`src/rtl/uart_rx_deserializer_if.sv`:
```
// rtl/uart_rx_deserializer_if.sv - received-word bundle from the UART receiver to its consumer
interface uart_rx_deserializer_if #(parameter int DATA_WIDTH = 8);
   logic [DATA_WIDTH-1:0] p_data;
   logic                  data_valid;
   logic                  par_err;
   logic                  stp_err;

   modport master (output p_data, data_valid, par_err, stp_err);
   modport slave  (input  p_data, data_valid, par_err, stp_err);
endinterface

```
`src/rtl/uart_rx_deserializer.sv`:
```
// rtl/uart_rx_deserializer.sv - oversampling UART receiver with 2-of-3 vote, parity and stop checks
module uart_rx_deserializer #(
   parameter int DATA_WIDTH = 8
) (
   input  logic                   clk,
   input  logic                   rstn,
   input  logic                   i_rx_in,
   input  logic [5:0]             i_prescale,
   input  logic                   i_par_en,
   input  logic                   i_par_typ,
   uart_rx_deserializer_if.master o_rx
);
   localparam int BW = (DATA_WIDTH > 1) ? $clog2(DATA_WIDTH) : 1;

   typedef enum logic [2:0] {S_IDLE, S_START, S_DATA, S_PARITY, S_STOP} state_t;

   state_t                r_state;
   logic                  r_sync1, r_sync2, r_armed;
   logic [5:0]            r_p, r_edge;
   logic [BW-1:0]         r_bit;
   logic [2:0]            r_samp;
   logic [DATA_WIDTH-1:0] r_shift, r_p_data;
   logic                  r_par_en, r_par_typ, r_valid, r_par_err, r_stp_err;

   logic [5:0] w_p, w_half;
   logic       w_rx_s, w_wrap, w_decide, w_maj, w_par_exp;

   always_comb begin
      w_p = 6'd16;
      case (i_prescale)
         6'd8, 6'd16, 6'd32: w_p = i_prescale;
         default:            w_p = 6'd16;
      endcase
   end

   assign w_rx_s    = r_sync2;
   assign w_half    = {1'b0, r_p[5:1]};
   assign w_wrap    = (r_edge == r_p - 6'd1);
   assign w_decide  = (r_edge == w_half + 6'd2);
   assign w_maj     = (r_samp[0] & r_samp[1]) | (r_samp[0] & r_samp[2]) | (r_samp[1] & r_samp[2]);
   assign w_par_exp = (^r_shift) ^ r_par_typ;

   always_ff @(posedge clk or negedge rstn) begin
      if (!rstn) begin
         r_state   <= S_IDLE;
         r_sync1   <= 1'b1;
         r_sync2   <= 1'b1;
         r_armed   <= 1'b1;
         r_p       <= 6'd16;
         r_edge    <= 6'd0;
         r_bit     <= '0;
         r_samp    <= 3'b111;
         r_shift   <= '0;
         r_p_data  <= '0;
         r_par_en  <= 1'b0;
         r_par_typ <= 1'b0;
         r_valid   <= 1'b0;
         r_par_err <= 1'b0;
         r_stp_err <= 1'b0;
      end else begin
         r_sync1 <= i_rx_in;
         r_sync2 <= r_sync1;
         r_valid <= 1'b0;
         if (r_state != S_IDLE) begin
            r_edge <= w_wrap ? 6'd0 : r_edge + 6'd1;
            if (r_edge == w_half - 6'd1) r_samp[0] <= w_rx_s;
            if (r_edge == w_half)        r_samp[1] <= w_rx_s;
            if (r_edge == w_half + 6'd1) r_samp[2] <= w_rx_s;
         end
         case (r_state)
            S_IDLE: begin
               if (w_rx_s) begin
                  r_armed <= 1'b1;
               end else if (r_armed) begin
                  // The detect cycle itself is edge 0 of the start bit, so counting resumes at 1.
                  r_state   <= S_START;
                  r_edge    <= 6'd1;
                  r_bit     <= '0;
                  r_par_err <= 1'b0;
                  r_stp_err <= 1'b0;
                  r_p       <= w_p;
                  r_par_en  <= i_par_en;
                  r_par_typ <= i_par_typ;
               end
            end
            S_START: begin
               if (w_decide && w_maj) begin
                  r_state <= S_IDLE;
                  r_edge  <= 6'd0;
               end else if (w_wrap) begin
                  r_state <= S_DATA;
               end
            end
            S_DATA: begin
               if (w_decide) r_shift <= {w_maj, r_shift[DATA_WIDTH-1:1]};
               if (w_wrap) begin
                  if (r_bit == BW'(DATA_WIDTH - 1)) begin
                     r_bit   <= '0;
                     r_state <= r_par_en ? S_PARITY : S_STOP;
                  end else begin
                     r_bit <= r_bit + BW'(1);
                  end
               end
            end
            S_PARITY: begin
               if (w_decide) r_par_err <= (w_maj != w_par_exp);
               if (w_wrap)   r_state   <= S_STOP;
            end
            S_STOP: begin
               // Leave mid-stop-bit so a back-to-back start edge is not missed; a low stop disarms.
               if (w_decide) begin
                  r_state   <= S_IDLE;
                  r_edge    <= 6'd0;
                  r_stp_err <= !w_maj;
                  if (!w_maj) begin
                     r_armed <= 1'b0;
                  end else if (!r_par_err) begin
                     r_p_data <= r_shift;
                     r_valid  <= 1'b1;
                  end
               end
            end
            default: r_state <= S_IDLE;
         endcase
      end
   end

   assign o_rx.p_data     = r_p_data;
   assign o_rx.data_valid = r_valid;
   assign o_rx.par_err    = r_par_err;
   assign o_rx.stp_err    = r_stp_err;
endmodule
```
`src/flat_wrapper.sv`:
```
// flat-port wrapper written by rule: the top's interface ports become plain ports
module uart_rx_deserializer_flat 
#(
   parameter int DATA_WIDTH = 8
)
  (clk, rstn, i_rx_in, i_prescale, i_par_en, i_par_typ, o_rx_p_data, o_rx_data_valid, o_rx_par_err, o_rx_stp_err);
  uart_rx_deserializer_if #(.DATA_WIDTH(DATA_WIDTH)) o_rx_i ();
  input  logic clk;
  input  logic rstn;
  input  logic i_rx_in;
  input  logic [5:0] i_prescale;
  input  logic i_par_en;
  input  logic i_par_typ;
  output wire logic [$bits(o_rx_i.p_data)-1:0] o_rx_p_data;
  output wire logic [$bits(o_rx_i.data_valid)-1:0] o_rx_data_valid;
  output wire logic [$bits(o_rx_i.par_err)-1:0] o_rx_par_err;
  output wire logic [$bits(o_rx_i.stp_err)-1:0] o_rx_stp_err;
  assign o_rx_p_data = o_rx_i.p_data;
  assign o_rx_data_valid = o_rx_i.data_valid;
  assign o_rx_par_err = o_rx_i.par_err;
  assign o_rx_stp_err = o_rx_i.stp_err;
  uart_rx_deserializer #(.DATA_WIDTH(DATA_WIDTH)) u_core (.clk(clk), .rstn(rstn), .i_rx_in(i_rx_in), .i_prescale(i_prescale), .i_par_en(i_par_en), .i_par_typ(i_par_typ), .o_rx(o_rx_i));
endmodule
```
`config.mk`:
```
export PLATFORM = sky130hd
export DESIGN_NAME = uart_rx_deserializer_flat
export DESIGN_NICKNAME = d
export VERILOG_FILES = /design/src/rtl/uart_rx_deserializer_if.sv /design/src/rtl/uart_rx_deserializer.sv /design/src/flat_wrapper.sv
export SDC_FILE = /design/constraint.sdc
export NUM_CORES = 1
export LEC_CHECK = 0
export BUFFER_PORTS_ARGS = -buffer_cell sky130_fd_sc_hd__buf_2
export CAP_MARGIN = 20
export CORE_ASPECT_RATIO = 0.75
export CORE_MARGIN = 5
export CORE_UTILIZATION = 40
export CTS_CLUSTER_DIAMETER = 80
export CTS_CLUSTER_SIZE = 8
export DETAILED_ROUTE_END_ITERATION = 10
export PLACE_DENSITY = 0.66
export SYNTH_ARGS = -nofsm -noshare
export SYNTH_HDL_FRONTEND = slang
export SYNTH_SLANG_ARGS = --single-unit
export TNS_END_PERCENT = 30
```
`constraint.sdc`:
```
create_clock -name clk -period 4.92 [get_ports clk]
set_clock_uncertainty 0.1 [all_clocks]
set_input_delay 0.492 -clock clk [delete_from_list [all_inputs] [get_ports clk]]
set_output_delay 0.492 -clock clk [all_outputs]
set_load 0.02 [all_outputs]
```
==> flow_summary.json, run 1 <==
{
  "status": "complete, no violations",
  "design_area_sq_um": 2907,
  "drt-initial-drc-count": 137,
  "yosysTopAreaCellShare_pct": 36.09,
  "path_buf_inv": 0,
  "place_area_sq_um": 2765,
  "slew_headroom_pct": 36.28,
  "cp_top_family": "compound AO/OA/AOI/OAI gates",
  "clkLatencyLatePin_ns": 0.30,
  "root_buffer": "clkbuf_8",
  "place_ws_ns": 2.062,
  "die_h_um": 80.29,
  "hold_viol": 0,
  "yosys_warnings": 0,
  "multi_input_area_sq_um": 1383,
  "h-tree-depth": 2,
  "final_cell_mix": "38 x dfrtp_1, 24 x xnor2_1, 21 x buf_2",
  "ant_nets": 0,
  "timing.setup.tns_ns": 0,
  "route.detailed.drc": 0,
  "yosys.area.top_type": "dfrtp_1",
  "grt_pass1_wl_um": 9073,
  "worstPathRequired_ns": 5.01,
  "critical_path.slowest_cell": "or3_1",
  "hp-start": "i_rx_in",
  "ys_seq_area_share_pct": 43.07,
  "finalPower_mw": 1.284,
  "max_stage_delay_ns": 0.59,
  "synth_edf_count": 0,
  "ff_latch_area_sq_um": 1135,
  "stdcell_count": 352,
  "startpoint_type": "flip-flop",
  "dp.cells": 342,
  "synthFlopType": "dfrtp_1",
  "fin_ws_ns": 2.042,
  "synthCells": 255,
  "cp_data_arrival_time_ns": 2.96,
  "hold_class": "primary input to flip-flop",
  "design.core.area_sq_um": 6350,
  "first_pass_iters": 4,
  "worst_setup_path_end_kind": "flip-flop",
  "period_share_pct": 58.51,
  "initial_core_util_pct": 41.50,
  "fmax_mhz": 347.4,
  "crit_path_max_fanout": 10,
  "drive_above_1_share_pct": 22.51,
  "vias": 1835,
  "num_rows": 25,
  "areaGrowthSynthToFinish_pct": 10.30,
  "fp.dieArea_sq_um": 8328,
  "syn_area_sq_um": 2635,
  "grt_max_degree": 46,
  "cts.reportedPaths.clkPinSlew_ns": 0.09,
  "final-max-slew-violation-count": 0,
  "synth_seq_cells": 45,
  "die_w_um": 103.7,
  "routed_wl_um": 5392,
  "post_cts_buffers": 0,
  "synth.distinct_cells": 48,
  "avgRoutedWirePerCell_um": 15.32,
  "async_reset_ff_share_pct": 100.0,
  "clkSinkCount": 45,
  "critPathLaunch": "u_core.r_p[3]",
  "ioPinCount": 22,
  "timing.rr.start": "u_core.r_p[3]",
  "finalNetCount": 291,
  "hold_ws_ns": 0.1778,
  "hpwl_um": 4027,
  "numPortBuffers": 21,
  "grt_overflow": 0,
  "track_usage_pct": 13.71,
  "rsz0062_at_grt": "false",
  "synthTopCellsByArea": "dfrtp_1 36%, xnor2_1 8.0%, dfstp_2 7.0%",
  "crit_type": "flip-flop to flip-flop",
  "place_congestion": 0.8564,
  "synth_area_per_cell_sq_um": 10.33,
  "grt_pass1_vias": 1721,
  "clk_path_buf_depth": 2,
  "fillers": 599,
  "antenna_found_initial": 0,
  "layout_commonest_cell": "dfrtp_1",
  "maxCapViolations": 0,
  "diodes": 0,
  "setup-violations-final": 0,
  "cts_tree": "done",
  "tightest_slew_ns": 0.9486,
  "cts_buffers": 5,
  "ir_drop_mv": 0.3045,
  "layout_min_cycle_time_ns": 2.878,
  "vias_per_cell": 5.213,
  "syn_nets": 276,
  "power_density_nw_per_um2": 441.8,
  "path_cells": "ha_1 > o21ba_1 > a221oi_2 > o2111a_2 > nand2_4 > or3_1 > mux2_4",
  "power.leakage_nw": 1.351,
  "final_util_pct": 45.77
}
-- final timing paths --
path / slack [ns] / to / cells past startpoint
max in group asynchronous: 3.73 / u_core.r_sync2 / 3
worst max register to register: 2.04 / u_core.o_rx.p_data[7] / 7
worst max-delay path: 2.04 / u_core.o_rx.p_data[7] / 7
worst min-delay path: 0.18 / u_core.r_sync1 / 1
min in group asynchronous: 0.48 / u_core.r_bit[0] / 2
worst min register to register: 0.26 / u_core.r_sync2 / 0
-- layer usage --
layer	up-vias	track usage (%)	part of all wire (%)
met3	4	2.811	3.0
met4	0	4.269	1.2
li1	926	-	-
met5	-	0	0
met2	23	17.68	41
met1	882	22.10	55
-- what timing repair did --
item | CTS | global route
hold buffers | 0 | 1
endpoints found under the hold margin | 0 | 8
gates resized for setup | 0 | 0
-- flip-flops by register name, indices dropped and copies added, names as in the netlist --
| name | count |
|---|---|
| u_core.o_rx.p_data | 8 |
| u_core.r_shift | 8 |
| u_core.r_edge | 6 |
| u_core.r_p | 6 |
| u_core.r_bit | 3 |
| u_core.r_samp | 3 |
| u_core.r_state | 3 |
| u_core.o_rx.data_valid | 1 |
| u_core.o_rx.par_err | 1 |
| u_core.o_rx.stp_err | 1 |
| u_core.r_armed | 1 |
| u_core.r_par_en | 1 |
| u_core.r_par_typ | 1 |
| u_core.r_sync1 | 1 |
| u_core.r_sync2 | 1 |
-- report_power, final --
group	leakage, nW	switching [mW]	internal (mW)	total, mW
clock network	0.0558	0.128	0.153	0.281
registers	0.589	0.106	0.440	0.546
logic	0.706	0.244	0.213	0.457
total	1.35	0.477	0.807	1.28
-- synth_stat cells (9+ instances only) --
master	number
clkbuf_1	9
nand2_1	20
dfrtp_1	38
xnor2_1	24
o21ai_0	10
inv_1	11
xor2_1	9
mux2_2	14
ha_1	10
nor2_1	11
nor3_1	10
a21oi_1	11
-- cells by family after synthesis --
logic type	Yosys count	share of synthesized area [%]
simple gates	74	14.44
flops	45	43.07
compound gates	44	11.40
xor+xnor	33	10.97
buf+inv	26	4.463
mux	22	10.54
fa+ha+maj	11	5.128
-- worst register-to-register path: stages (launching register included) --
cell and delay, ns:
dfrtp_1 0.51, ha_1 0.30, o21ba_1 0.20, a221oi_2 0.30, o2111a_2 0.31, nand2_4 0.09
or3_1 0.59, mux2_4 0.38
-- area by class of cell --
class,count,share of cell area [%]
Multi-Input combinational cell,184,47.57
Sequential cell,45,39.04
Timing Repair Buffer,23,4.649
Tap cell,81,3.487
Clock buffer,6,2.497
Inverter,11,1.421
Clock inverter,2,1.334
No activity file was read; power rests on OpenSTA's default activity.
==> run 2, diff against run 1 <==
ABC_AREA = 1   (was default)
PLACE_DENSITY = 0.68   (was 0.66)
clock period = 2.55 ns   (was 4.92 ns; I/O delays follow)
==> run 2 against run 1 <==
Net effect: sequential power increased by 92%; count of clock-buffer cells in the layout is 1 higher; synthesized cell count grew 48%; fmax up 32%; first-iteration DRC count shrank 4.4%; largest power group is now combinational logic; critical path depth grew 2; largest cell class unchanged; clock power up 100%; setup slack worse by 1.7 ns; non-clock buffer count rose by 2; register-to-register slack got worse by 1.7 ns; final cell count increased by 43%; area after synthesis grew 14%.
==> flow_summary.json, run 2 <==
{
  "status": "complete, no violations",
  "cts.reportedPaths.clkPinSlew_ns": 0.08,
  "cts_buffers": 5,
  "place_area_sq_um": 3176,
  "max_stage_delay_ns": 0.52,
  "design.core.area_sq_um": 7331,
  "initial_core_util_pct": 41.00,
  "route.detailed.drc": 0,
  "cts.repair.resized": 0,
  "worst_setup_path_end_kind": "flip-flop",
  "ys_seq_area_share_pct": 37.76,
  "ant_nets": 0,
  "tightest_slew_ns": 0.5528,
  "final_cell_mix": "78 x nand2_1, 53 x inv_1, 38 x dfrtp_1",
  "worstReg2RegEnd": "u_core.r_edge[5]",
  "period_share_pct": 85.33,
  "setup-violations-final": 0,
  "root_buffer": "clkbuf_8",
  "routed_wl_um": 6147,
  "synth_common_cells": "78 x nand2_1, 53 x inv_1, 38 x dfrtp_1",
  "synth_edf_count": 0,
  "yosysTopAreaCellShare_pct": 31.64,
  "ioPinCount": 22,
  "antenna_found_initial": 0,
  "first_pass_iters": 4,
  "synthFlopType": "dfrtp_1",
  "design_area_sq_um": 3332,
  "regToRegSetupSlack_ns": 0.37,
  "power.leakage_nw": 1.791,
  "hold_viol": 0,
  "fp.dieArea_sq_um": 9365,
  "async_reset_ff_share_pct": 100.0,
  "synth_seq_cells": 45,
  "layout_min_cycle_time_ns": 2.176,
  "final-max-slew-violation-count": 0,
  "num_rows": 27,
  "vias_per_cell": 4.647,
  "critPathLaunch": "u_core.r_p[3]",
  "die_h_um": 85.07,
  "finalPower_mw": 2.898,
  "cts_tree": "done",
  "h-tree-depth": 2,
  "critical_path.slowest_cell": "dfrtp_1",
  "clk_path_buf_depth": 2,
  "hold_class": "primary input to flip-flop",
  "avgRoutedWirePerCell_um": 12.20,
  "die_w_um": 110.1,
  "grt_pass1_vias": 2188,
  "timing.rr.start": "u_core.r_p[3]",
  "grt_pass1_wl_um": 10720,
  "critPathCapture": "u_core.r_edge[5]",
  "numPortBuffers": 21,
  "syn_nets": 398,
  "crit_type": "flip-flop to flip-flop",
  "synthCells": 377,
  "drt-initial-drc-count": 131,
  "cp_data_arrival_time_ns": 2.28,
  "worstPathRequired_ns": 2.65,
  "areaGrowthSynthToFinish_pct": 10.87,
  "hpwl_um": 4803,
  "startpoint_type": "flip-flop",
  "grt_overflow": 0,
  "synth.distinct_cells": 42,
  "fmax_mhz": 459.6,
  "grt_max_degree": 44,
  "place_congestion": 0.9489,
  "synth_area_per_cell_sq_um": 7.972,
  "yosys_warnings": 0,
  "ir_drop_mv": 0.3064,
  "diodes": 0,
  "fillers": 726,
  "syn_area_sq_um": 3005,
  "timing.setup.tns_ns": 0,
  "clkLatencyLatePin_ns": 0.30,
  "crit_path_max_fanout": 8,
  "slew_headroom_pct": 62.76,
  "maxCapViolations": 0,
  "finalNetCount": 423,
  "layout_commonest_cell": "nand2_1",
  "power_density_nw_per_um2": 869.7,
  "vias": 2342,
  "r2r_cells": 9,
  "track_usage_pct": 14.46,
  "path_cells": "clkinv_2 > ha_1 > xor2_1 > nor2_2 > nand4_1 > nand2_1 > nand4_2 > nand3_1 > inv_1",
  "synthTopCellsByArea": "dfrtp_1 32%, nand2_1 9.7%, inv_1 6.6%",
  "synthMostInstantiatedCell": "nand2_1",
  "yosys.area.top_type": "dfrtp_1",
  "drive_above_1_share_pct": 24.32,
  "clkSinkCount": 45,
  "rsz0062_at_grt": "false"
}
run 2: cell types whose count changed after synthesis, moves of 6 or more:
cell,before,now
clkbuf_1,9,0
inv_1,11,53
inv_2,0,10
mux2_2,14,0
mux2_4,8,0
nand2_1,20,78
nand2_2,0,14
nand3_1,8,28
nor2_1,11,26
nor2_4,0,6
o21ai_2,0,8
xnor2_1,24,10
run 2: worst min-delay path by stage:
stage / depth (start not counted) / start / endpoint
global placement: 0 / u_core.r_sync1 / u_core.r_sync2
CTS: 1 / rstn / u_core.o_rx.p_data[2]
floorplan: 0 / rstn / u_core.o_rx.data_valid
detailed placement: 0 / u_core.r_sync1 / u_core.r_sync2
global route: 3 / i_par_en / u_core.r_par_en
finish: 3 / i_par_typ / u_core.r_par_typ
run 2: routing by layer:
layer / vias to the layer above / GRT usage [%] / routed length (um)
li1: 1234 / - / -
met1: 1047 / 21.54 / 3106
met2: 50 / 20.70 / 2666
met3: 11 / 2.662 / 246
met4: 0 / 5.369 / 128
met5: - / 0 / 0
run 2: repair_timing:
item	CTS	global route
buffers inserted	0	0
hold buffers	1	1
endpoints found under the setup margin	0	0
endpoints found under the hold margin	1	7
run 2: kinds of logic after synthesis:
family / synth area share [%]
adders and majority gates: 4.163
AOI/OAI and AO/OA: 9.201
xor gates and xnor gates: 6.120
DFF: 37.76
and+or+nand+nor: 31.43
buffers and inverters: 11.32
run 2: stage by stage:
| stage | setup WS [ns] | std cells | hold slack, ns | util (%) |
|---|---|---|---|---|
| global route | 0.1596 | 504 | 0.05237 | 45.45 |
| CTS | 0.3494 | 502 | 0.03914 | 45.04 |
| detailed placement | 0.3669 | 493 | 0.2491 | 43.32 |
| global placement | 0.4487 | 493 | 0.2493 | 43.32 |
| finish | 0.3741 | 504 | 0.05129 | 45.45 |
| floorplan | 0.6815 | 377 | -0.1406 | - |
run 2: power by group:
group	total, mW	switching, mW	internal, mW
combinational	1.28	0.825	0.460
sequential	1.05	0.178	0.875
clock	0.561	0.241	0.319
total	2.90	1.24	1.65
run 2: critical path, delay by kind of cell, from the launching register on:
family	cells	cell delay [ns]
flip-flops	1	0.52
XOR/XNOR	1	0.16
adder cells (fa/ha/maj)	1	0.30
AND/OR/NAND/NOR	5	0.80
buffers and inverters	2	0.20
run 2: area by class of cell:
type / instances / area (sq um) / share of cell area, %
sequential: 45 / 1135 / 34.06
multi-input combinational: 257 / 1530 / 45.93
tap: 101 / 126.4 / 3.793
clock buffer: 7 / 86.33 / 2.591
timing repair buffer: 25 / 152.6 / 4.581
inverter: 68 / 271.5 / 8.149
clock inverter: 1 / 30.03 / 0.9012
==> run 3, diff against run 2 <==
CORE_MARGIN = 1   (was 5)
GPL_TIMING_DRIVEN = 0   (was default)
==> run 3 against run 2 <==
Net effect: combinational power up 5%; setup slack worse by 0.022 ns; core utilization up 2.3 points; routed wire length fell by 0.31%; non-clock buffer count increased by 6; critical path depth stayed put; die area decreased by 16%; sequential power about the same; count of clock-buffer cells in the layout is the same; first-iteration DRC count down 14%; worst hold slack gained 0.0012 ns; global-route usage up 2.6 points; critical endpoint is now u_core.r_edge[4]; largest power group unchanged; highest routed layer unchanged.
==> flow_summary.json, run 3 (synthesized netlist as in run 2, its figures left out) <==
{
  "status": "complete, no violations",
  "numPortBuffers": 21,
  "clkLatencyLatePin_ns": 0.30,
  "clkSinkCount": 45,
  "ioPinCount": 22,
  "route.detailed.drc": 0,
  "hpwl_um": 4666,
  "tightest_slew_ns": 0.5643,
  "final_cell_mix": "78 x nand2_1, 53 x inv_1, 38 x dfrtp_1",
  "ff_latch_area_sq_um": 1135,
  "vias": 2417,
  "final_util_pct": 47.77,
  "antenna_found_initial": 0,
  "routed_wl_um": 6128,
  "grt_max_degree": 46,
  "ant_nets": 0,
  "fillers": 679,
  "power.leakage_nw": 1.807,
  "design.core.area_sq_um": 7027,
  "r2r_cells": 9,
  "fmax_mhz": 455.1,
  "period_share_pct": 86.18,
  "initial_core_util_pct": 42.77,
  "drive_above_1_share_pct": 25.18,
  "regToRegSetupSlack_ns": 0.35,
  "hp-start": "i_par_typ",
  "hold_viol": 0,
  "drt-initial-drc-count": 113,
  "finalNetCount": 429,
  "die_w_um": 102.1,
  "cts.reportedPaths.clkPinSlew_ns": 0.09,
  "layout_min_cycle_time_ns": 2.197,
  "cp_data_arrival_time_ns": 2.30,
  "timing.rr.start": "u_core.r_p[2]",
  "first_pass_iters": 4,
  "worst_setup_path_end_kind": "flip-flop",
  "power_density_nw_per_um2": 834.6,
  "die_h_um": 77.07,
  "startpoint_type": "flip-flop",
  "grt_overflow": 0,
  "rsz0062_at_grt": "false",
  "crit_path_max_fanout": 7,
  "vias_per_cell": 4.767,
  "worstReg2RegEnd": "u_core.r_edge[4]",
  "layout_commonest_cell": "nand2_1",
  "diodes": 0,
  "avgRoutedWirePerCell_um": 12.09,
  "timing.setup.tns_ns": 0,
  "fp.dieArea_sq_um": 7868,
  "multi_input_area_sq_um": 1530,
  "worstPathRequired_ns": 2.65,
  "cts_tree": "done",
  "whs_endpoint": "u_core.r_par_typ",
  "place_congestion": 0.8390,
  "grt_pass1_vias": 2243,
  "h-tree-depth": 2,
  "hold_class": "primary input to flip-flop",
  "grt_pass1_wl_um": 10540,
  "hold_depth": 3,
  "cts_buffers": 5,
  "post_cts_buffers": 0,
  "maxCapViolations": 0,
  "slew_headroom_pct": 61.98,
  "clk_path_buf_depth": 2,
  "track_usage_pct": 17.10,
  "root_buffer": "clkbuf_8",
  "crit_type": "flip-flop to flip-flop",
  "num_rows": 26,
  "ir_drop_mv": 0.3913,
  "areaGrowthSynthToFinish_pct": 11.70,
  "final-max-slew-violation-count": 0,
  "setup-violations-final": 0
}
==> run 3: layer usage <==
| layer | vias up | global-route usage [%] | part of all wire, % |
|---|---|---|---|
| li1 | 1249 | - | - |
| met1 | 1097 | 26.09 | 52 |
| met2 | 64 | 24.77 | 42 |
| met3 | 7 | 3.099 | 5.1 |
| met4 | 0 | 3.857 | 0.88 |
| met5 | - | 0 | 0 |
==> run 3: critical path: stages (launching register included) <==
cell,delay [ns]
dfrtp_1,0.51
inv_2,0.13
ha_1,0.32
xor2_1,0.16
nor2_2,0.19
nand4_1,0.17
nand2_1,0.17
nand4_2,0.17
nand3_1,0.14
inv_1,0.04
==> run 3: through the flow <==
stage               worst slack [ns]  hold slack, ns  cells  area [sq um]  power [mW]
floorplan                     0.6815         -0.1406    377          3005       2.081
global placement              0.3855          0.2492    496          3233       2.324
detailed placement            0.3844          0.2507    496          3233       2.352
CTS                           0.3611         0.04816    505          3327       2.804
global route                  0.2046         0.07148    507          3357       3.030
finish                        0.3525         0.05251    507          3357       2.802
==> run 3: layout make-up <==
class	count	area share, %
tap	98	3.653
multi-input combinational	257	45.58
sequential	45	33.81
timing repair buffer	24	4.324
clock inverter	1	0.2236
inverter	68	8.088
buffer	7	2.050
clock buffer	7	2.274
==> run 3: what timing repair did <==
| action | CTS | global route |
|---|---|---|
| hold endpoints to repair | 1 | 10 |
| gates resized for setup | 0 | 0 |
| hold buffers | 1 | 1 |
==> run 3: report_power, final <==
part	internal, mW	total [mW]	leakage [nW]	switching [mW]
combinational	0.478	1.34	1.18	0.860
sequential	0.874	1.02	0.593	0.149
clock	0.194	0.440	0.0385	0.246
==> run 3: how the worst max path moves through the flow <==
stage / cells past startpoint / endpoint / startpoint
finish: 9 / u_core.r_edge[4] / u_core.r_p[2]
global route: 11 / u_core.r_state[0] / u_core.r_p[2]
CTS: 9 / u_core.r_edge[5] / u_core.r_p[2]
detailed placement: 9 / u_core.r_edge[5] / u_core.r_p[2]
global placement: 9 / u_core.r_edge[2] / u_core.r_p[2]
floorplan: 12 / u_core.r_state[0] / u_core.r_p[3]
